File: src/rtl/serial_xfer_ctrl_pkg.sv
// Shared types and defaults for the serial transfer controller.
// State codes are fixed so the encoding stays stable across revisions.
package serial_xfer_ctrl_pkg;

    localparam int DEF_WIDTH = 8;

    typedef enum logic [1:0] {
        IDLE  = 2'd0,
        CLEAR = 2'd1,
        SHIFT = 2'd2,
        HOLD  = 2'd3
    } state_t;

endpackage

File: src/rtl/serial_bit_cnt.sv
// Loadable bit-index up-counter with a terminal flag at WIDTH-1.
// Shared by the source-side sequencer and the sink-side collector.
module serial_bit_cnt #(
    parameter int WIDTH = 8,
    parameter int CW    = $clog2(WIDTH)
) (
    input  logic          clk,
    input  logic          areset_n,
    input  logic          load,
    input  logic [CW-1:0] init,
    input  logic          inc,
    output logic [CW-1:0] cnt,
    output logic          tc
);

    always_ff @(posedge clk or negedge areset_n) begin
        if (!areset_n) begin
            cnt <= '0;
        end else if (load) begin
            cnt <= init;
        end else if (inc && !tc) begin
            cnt <= cnt + 1'b1;
        end
    end

    assign tc = (cnt == CW'(WIDTH - 1));

endmodule

File: src/rtl/serial_xfer_ctrl.sv
// Word-to-serial sequencer: clears the serial unit, streams a word
// LSB-first into it and reassembles the unit's output into a word.
module serial_xfer_ctrl
    import serial_xfer_ctrl_pkg::*;
#(
    parameter int WIDTH = DEF_WIDTH
) (
    input  logic             clk,
    input  logic             areset_n,
    input  logic             in_valid,
    output logic             in_ready,
    input  logic [WIDTH-1:0] in_data,
    output logic             out_valid,
    input  logic             out_ready,
    output logic [WIDTH-1:0] out_data,
    output logic             unit_clr,
    output logic             unit_x,
    input  logic             unit_z,
    output logic             busy
);

    localparam int CW = $clog2(WIDTH);

    state_t           state;
    state_t           state_nxt;
    logic [WIDTH-1:0] sreg;
    logic [WIDTH-1:0] res;
    logic [CW-1:0]    cnt;
    logic             cnt_tc;
    logic             accept;
    logic             cnt_load;
    logic             cnt_inc;

    always_ff @(posedge clk or negedge areset_n) begin
        if (!areset_n) begin
            state <= IDLE;
        end else begin
            state <= state_nxt;
        end
    end

    always_comb begin
        state_nxt = state;
        accept    = 1'b0;
        cnt_load  = 1'b0;
        cnt_inc   = 1'b0;
        unique case (state)
            IDLE: begin
                if (in_valid) begin
                    accept    = 1'b1;
                    state_nxt = CLEAR;
                end
            end
            CLEAR: begin
                cnt_load  = 1'b1;
                state_nxt = SHIFT;
            end
            SHIFT: begin
                cnt_inc = 1'b1;
                if (cnt_tc) begin
                    state_nxt = HOLD;
                end
            end
            HOLD: begin
                if (out_ready) begin
                    state_nxt = IDLE;
                end
            end
            default: state_nxt = IDLE;
        endcase
    end

    // unit_x leads the capture by one edge so unit_z settles within the cycle
    always_ff @(posedge clk or negedge areset_n) begin
        if (!areset_n) begin
            sreg     <= '0;
            res      <= '0;
            unit_clr <= 1'b0;
            unit_x   <= 1'b0;
        end else begin
            unit_clr <= accept;
            if (accept) begin
                sreg <= in_data;
            end
            if (state == CLEAR || state == SHIFT) begin
                unit_x <= sreg[0];
                sreg   <= sreg >> 1;
            end
            if (state == SHIFT) begin
                res[cnt] <= unit_z;
            end
        end
    end

    serial_bit_cnt #(
        .WIDTH (WIDTH),
        .CW    (CW)
    ) u_cnt (
        .clk      (clk),
        .areset_n (areset_n),
        .load     (cnt_load),
        .init     ('0),
        .inc      (cnt_inc),
        .cnt      (cnt),
        .tc       (cnt_tc)
    );

    assign in_ready  = (state == IDLE);
    assign out_valid = (state == HOLD);
    assign busy      = (state != IDLE);
    assign out_data  = res;

endmodule

File: config.mk
export PLATFORM = sky130hd
export DESIGN_NAME = serial_xfer_ctrl
export DESIGN_NICKNAME = d
export VERILOG_FILES = /design/src/rtl/serial_xfer_ctrl_pkg.sv /design/src/rtl/serial_bit_cnt.sv /design/src/rtl/serial_xfer_ctrl.sv
export SDC_FILE = /design/constraint.sdc
export NUM_CORES = 1
export LEC_CHECK = 0
export ABC_CLOCK_PERIOD_IN_PS = 2960
export CORE_ASPECT_RATIO = 0.6
export CORE_MARGIN = 2
export CORE_UTILIZATION = 52
export DETAILED_ROUTE_END_ITERATION = 16
export PLACE_DENSITY = 0.8
export SYNTH_ARGS = -nofsm -noshare
export SYNTH_HDL_FRONTEND = slang
export SYNTH_HIERARCHICAL = 1
export SYNTH_SLANG_ARGS = --single-unit
export TNS_END_PERCENT = 1
File: constraint.sdc
create_clock -name clk -period 2.96 [get_ports clk]
set_input_delay 0.592 -clock clk [delete_from_list [all_inputs] [get_ports clk]]
set_output_delay 0.592 -clock clk [all_outputs]
set_load 0.05 [all_outputs]
==> impl_metrics.py <==
metrics = {
    "placement": {
        "dp_hpwl_um": 1550,
        "placed_area_um2": 1450,
        "numPortBuffers": 25,
        "dpl.cell_count": 159,
        "place_congestion": 0.722,
    },
    "worst_setup_path": {
        "r2r_cells": 5,
        "worst_path_max_delay_cell": "clkdlybuf4s50_1",
        "startpoint": "state[0]$_DFFE_PN0P_",
        "timing.rr.end": "state[1]$_DFFE_PN0P_",
        "r2r_start": "u_cnt/cnt[1]$_DFFE_PN0P_",
        "cp_num_buf_inv": 2,
        "cp.required_ps": 2370,
        "max_stage_delay_ps": 810,
        "ff2ff_setup_slack_ps": 1070,
        "end_kind": "primary output",
        "worst-endpoint-arrival_ps": 1850,
        "crit_fanout": 5,
        "path_delay_family": "buffers and inverters",
        "criticalPathCategory": "reg -> out",
        "crit_chain": "inv_1 -> ha_1 -> clkdlybuf4s50_1",
        "worst_setup_path_start_kind": "flip-flop",
    },
    "timing": {
        "worstMarginPinSlew_ps": 508,
        "layout_worst_path_cycle_share_pct": 82.4,
        "rsz0062_at_grt": "false",
        "hold_violations": 0,
        "drv_slew": 0,
        "fmax_ghz": 0.410,
        "setup_viol_count_final": 0,
        "relSlewSlack_pct": 66.0,
        "skew_ps": 5.83,
        "final.min_clock_period_ps": 2440,
        "tns_ps": 0,
    },
    "power": {
        "powerDensity_nw_per_um2": 1180,
        "intPower_mw": 0.948,
        "pwr-share-seq_pct": 32.1,
        "comb_power_share_pct": 57.1,
        "p_sw_share_pct": 46.4,
        "p_sw_mw": 0.822,
        "leakagePower_nw": 0.698,
        "irDropWorstVdd_v": 0.000678,
        "p_clk_share_pct": 10.8,
    },
    "yosys": {
        "synth_warnings": 6,
        "ys_ff_latch": 23,
        "syn_inst": 103,
        "netlist_area_um2": 1160,
        "synth_async_sr_flop_share_pct": 100,
        "synth-main-ff-cell": "dfrtp_1",
        "synthDistinctLibCells": 24,
        "syn_avg_cell_area_um2": 11.2,
        "synth_seq_area_share_pct": 49.7,
        "synth_edf_count": 0,
    },
    "min_path": {
        "hold_start": "sreg[4]$_DFFE_PN0P_",
        "min_path_type": "reg -> reg",
        "min_path_cells": 2,
        "holdPathEnd": "sreg[3]$_DFFE_PN0P_",
    },
    "grt": {
        "antenna_found_initial": 0,
        "grt_max_degree": 24,
        "grt_pass1_vias": 790,
        "grt_pass1_wl_um": 3460,
        "track_usage_pct": 17.9,
        "gr-total-overflow": 0,
    },
    "die": {
        "fp-row-count": 13,
        "die_w_um": 64.9,
        "pin_count": 26,
        "start_util_pct": 54.4,
        "fp.dieH_um": 40.6,
        "coreArea_um2": 2130,
        "die_area_um2": 2630,
    },
    "finish": {
        "finalNonFillerCells": 163,
        "stdcell_area_um2": 1500,
        "antenna_cells": 0,
        "layout-drive-gt1-share_pct": 10.5,
        "nets": 155,
        "register_area_um2": 576,
        "syn_to_final_growth_pct": 29.4,
        "utilization_pct": 70.3,
        "nFillCells": 166,
        "multiInputGateArea_um2": 549,
    },
    "drt": {
        "drtIter0Drc": 25,
        "vias_per_cell": 5.06,
        "drc": 0,
        "via_count": 825,
        "finalWirelength_um": 2110,
        "avgRoutedWirePerCell_um": 12.9,
        "ant_nets": 0,
        "firstDrtPassIters": 4,
    },
    "clocking": {
        "clk_pin_slew_ps": 80,
        "cts_resized": 0,
        "numCtsBuffers": 3,
        "cts_tree": "done",
        "post_cts_buffers": 0,
        "cts-hold-fix-buffers": 0,
        "clock_latency_ps": 260,
        "ctsLongestPathBuffers": 2,
        "clock-sinks": 23,
        "htree_num_levels": 1,
        "root_buffer": "clkbuf_8",
    },
    "outcome": {
        "status": "completed",
    },
    "job": {
        "cap_violations": 0,
    },
}
-- state kept, by name, summed over array words and instances, names as in the netlist --
register,count
out_data,8
sreg,8
u_cnt/cnt,3
state,2
unit_clr,1
unit_x,1
-- cells in the mapped netlist (2+ instances only) --
cell type	n	area (um2)
dfrtp_1	23	576
nand2_1	13	48.8
inv_1	9	33.8
mux2_2	9	101
ha_1	8	100
mux2i_1	8	80.1
o21ai_0	7	35.0
nor2_1	3	11.3
clkbuf_1	2	7.51
nand2b_1	2	12.5
nand3_1	2	10.0
nand4b_1	2	17.5
nand4bb_1	2	22.5
nor3b_1	2	15.0
o311ai_0	2	17.5
-- worst reg2reg max path: stages (launching register included) --
cell      delay, ps
dfrtp_1         520
ha_1            220
ha_1            230
inv_1            60
a222oi_1        370
mux2_1          370
-- worst max-delay path by stage --
| stage | end | depth (start not counted) |
|---|---|---|
| finish | in_ready | 3 |
| global route | busy | 4 |
| CTS | in_ready | 3 |
| detailed placement | in_ready | 3 |
| global placement | busy | 4 |
| floorplan | state[1]$_DFFE_PN0P_ | 4 |
-- area by class of cell --
type / count / share of cell area (%)
sequential: 23 / 38.4
timing repair buffer: 26 / 17.2
clock buffer: 4 / 3.01
inverter: 9 / 2.25
tap: 30 / 2.50
multi-input combinational: 71 / 36.6
-- power by group through the flow --
stage                     Combinational (mW)  Sequential (mW)  Clock [mW]
final                                   1.01            0.569       0.191
after global routing                    1.09            0.589       0.213
after CTS                               1.01            0.567       0.201
after detailed placement                1.01            0.571           0
after global placement                 0.982            0.565           0
after floorplan                        0.518            0.771           0
-- metrics by stage --
| step | setup WS (ps) | hold WS, ps | power, mW |
|---|---|---|---|
| after global placement | 851 | 468 | 1.55 |
| after global routing | 430 | 525 | 1.90 |
| after detailed placement | 810 | 479 | 1.58 |
| after floorplan | 1140 | 296 | 1.29 |
| final | 521 | 489 | 1.77 |
| after CTS | 509 | 493 | 1.78 |
-- logic make-up after synthesis --
family	count (synthesis)	synth area share, %
multiplexers	18	16.6
adder cells (fa/ha/maj)	8	8.64
AO/OA/AOI/OAI	12	6.91
AND/OR/NAND/NOR	30	14.3
buffers and inverters	11	3.56
other	1	0.324
flip-flops	23	49.7
-- layout by cell type, fill, tap and decap left out --
| master | instances |
|---|---|
| inv_1 | 9 |
| clkdlybuf4s50_1 | 25 |
| a222oi_1 | 1 |
| nor2b_1 | 1 |
| nand2b_1 | 2 |
| mux2i_1 | 8 |
| conb_1 | 3 |
| nand2_1 | 13 |
| clkbuf_1 | 1 |
| o21ai_0 | 7 |
| nor3_1 | 1 |
| nand4bb_1 | 2 |
| dfrtp_1 | 23 |
| buf_4 | 1 |
| nor3b_1 | 2 |
| o211ai_2 | 1 |
| o311ai_0 | 2 |
| nand4_1 | 1 |
| a21oi_1 | 1 |
| mux2_1 | 1 |
| nor2_1 | 3 |
| or4b_1 | 1 |
| nand4b_1 | 2 |
| ha_1 | 8 |
| nand3_1 | 2 |
| clkbuf_8 | 3 |
| mux2_2 | 9 |
-- per-layer routing --
layer	vias to the layer above	GRT usage [%]	wire (um)
met5	-	0	0
met4	0	3.19	5
met3	2	4.78	86
met2	16	30.2	884
met1	392	23.9	1130
li1	415	-	-
No activity file was read; power rests on OpenSTA's default activity.
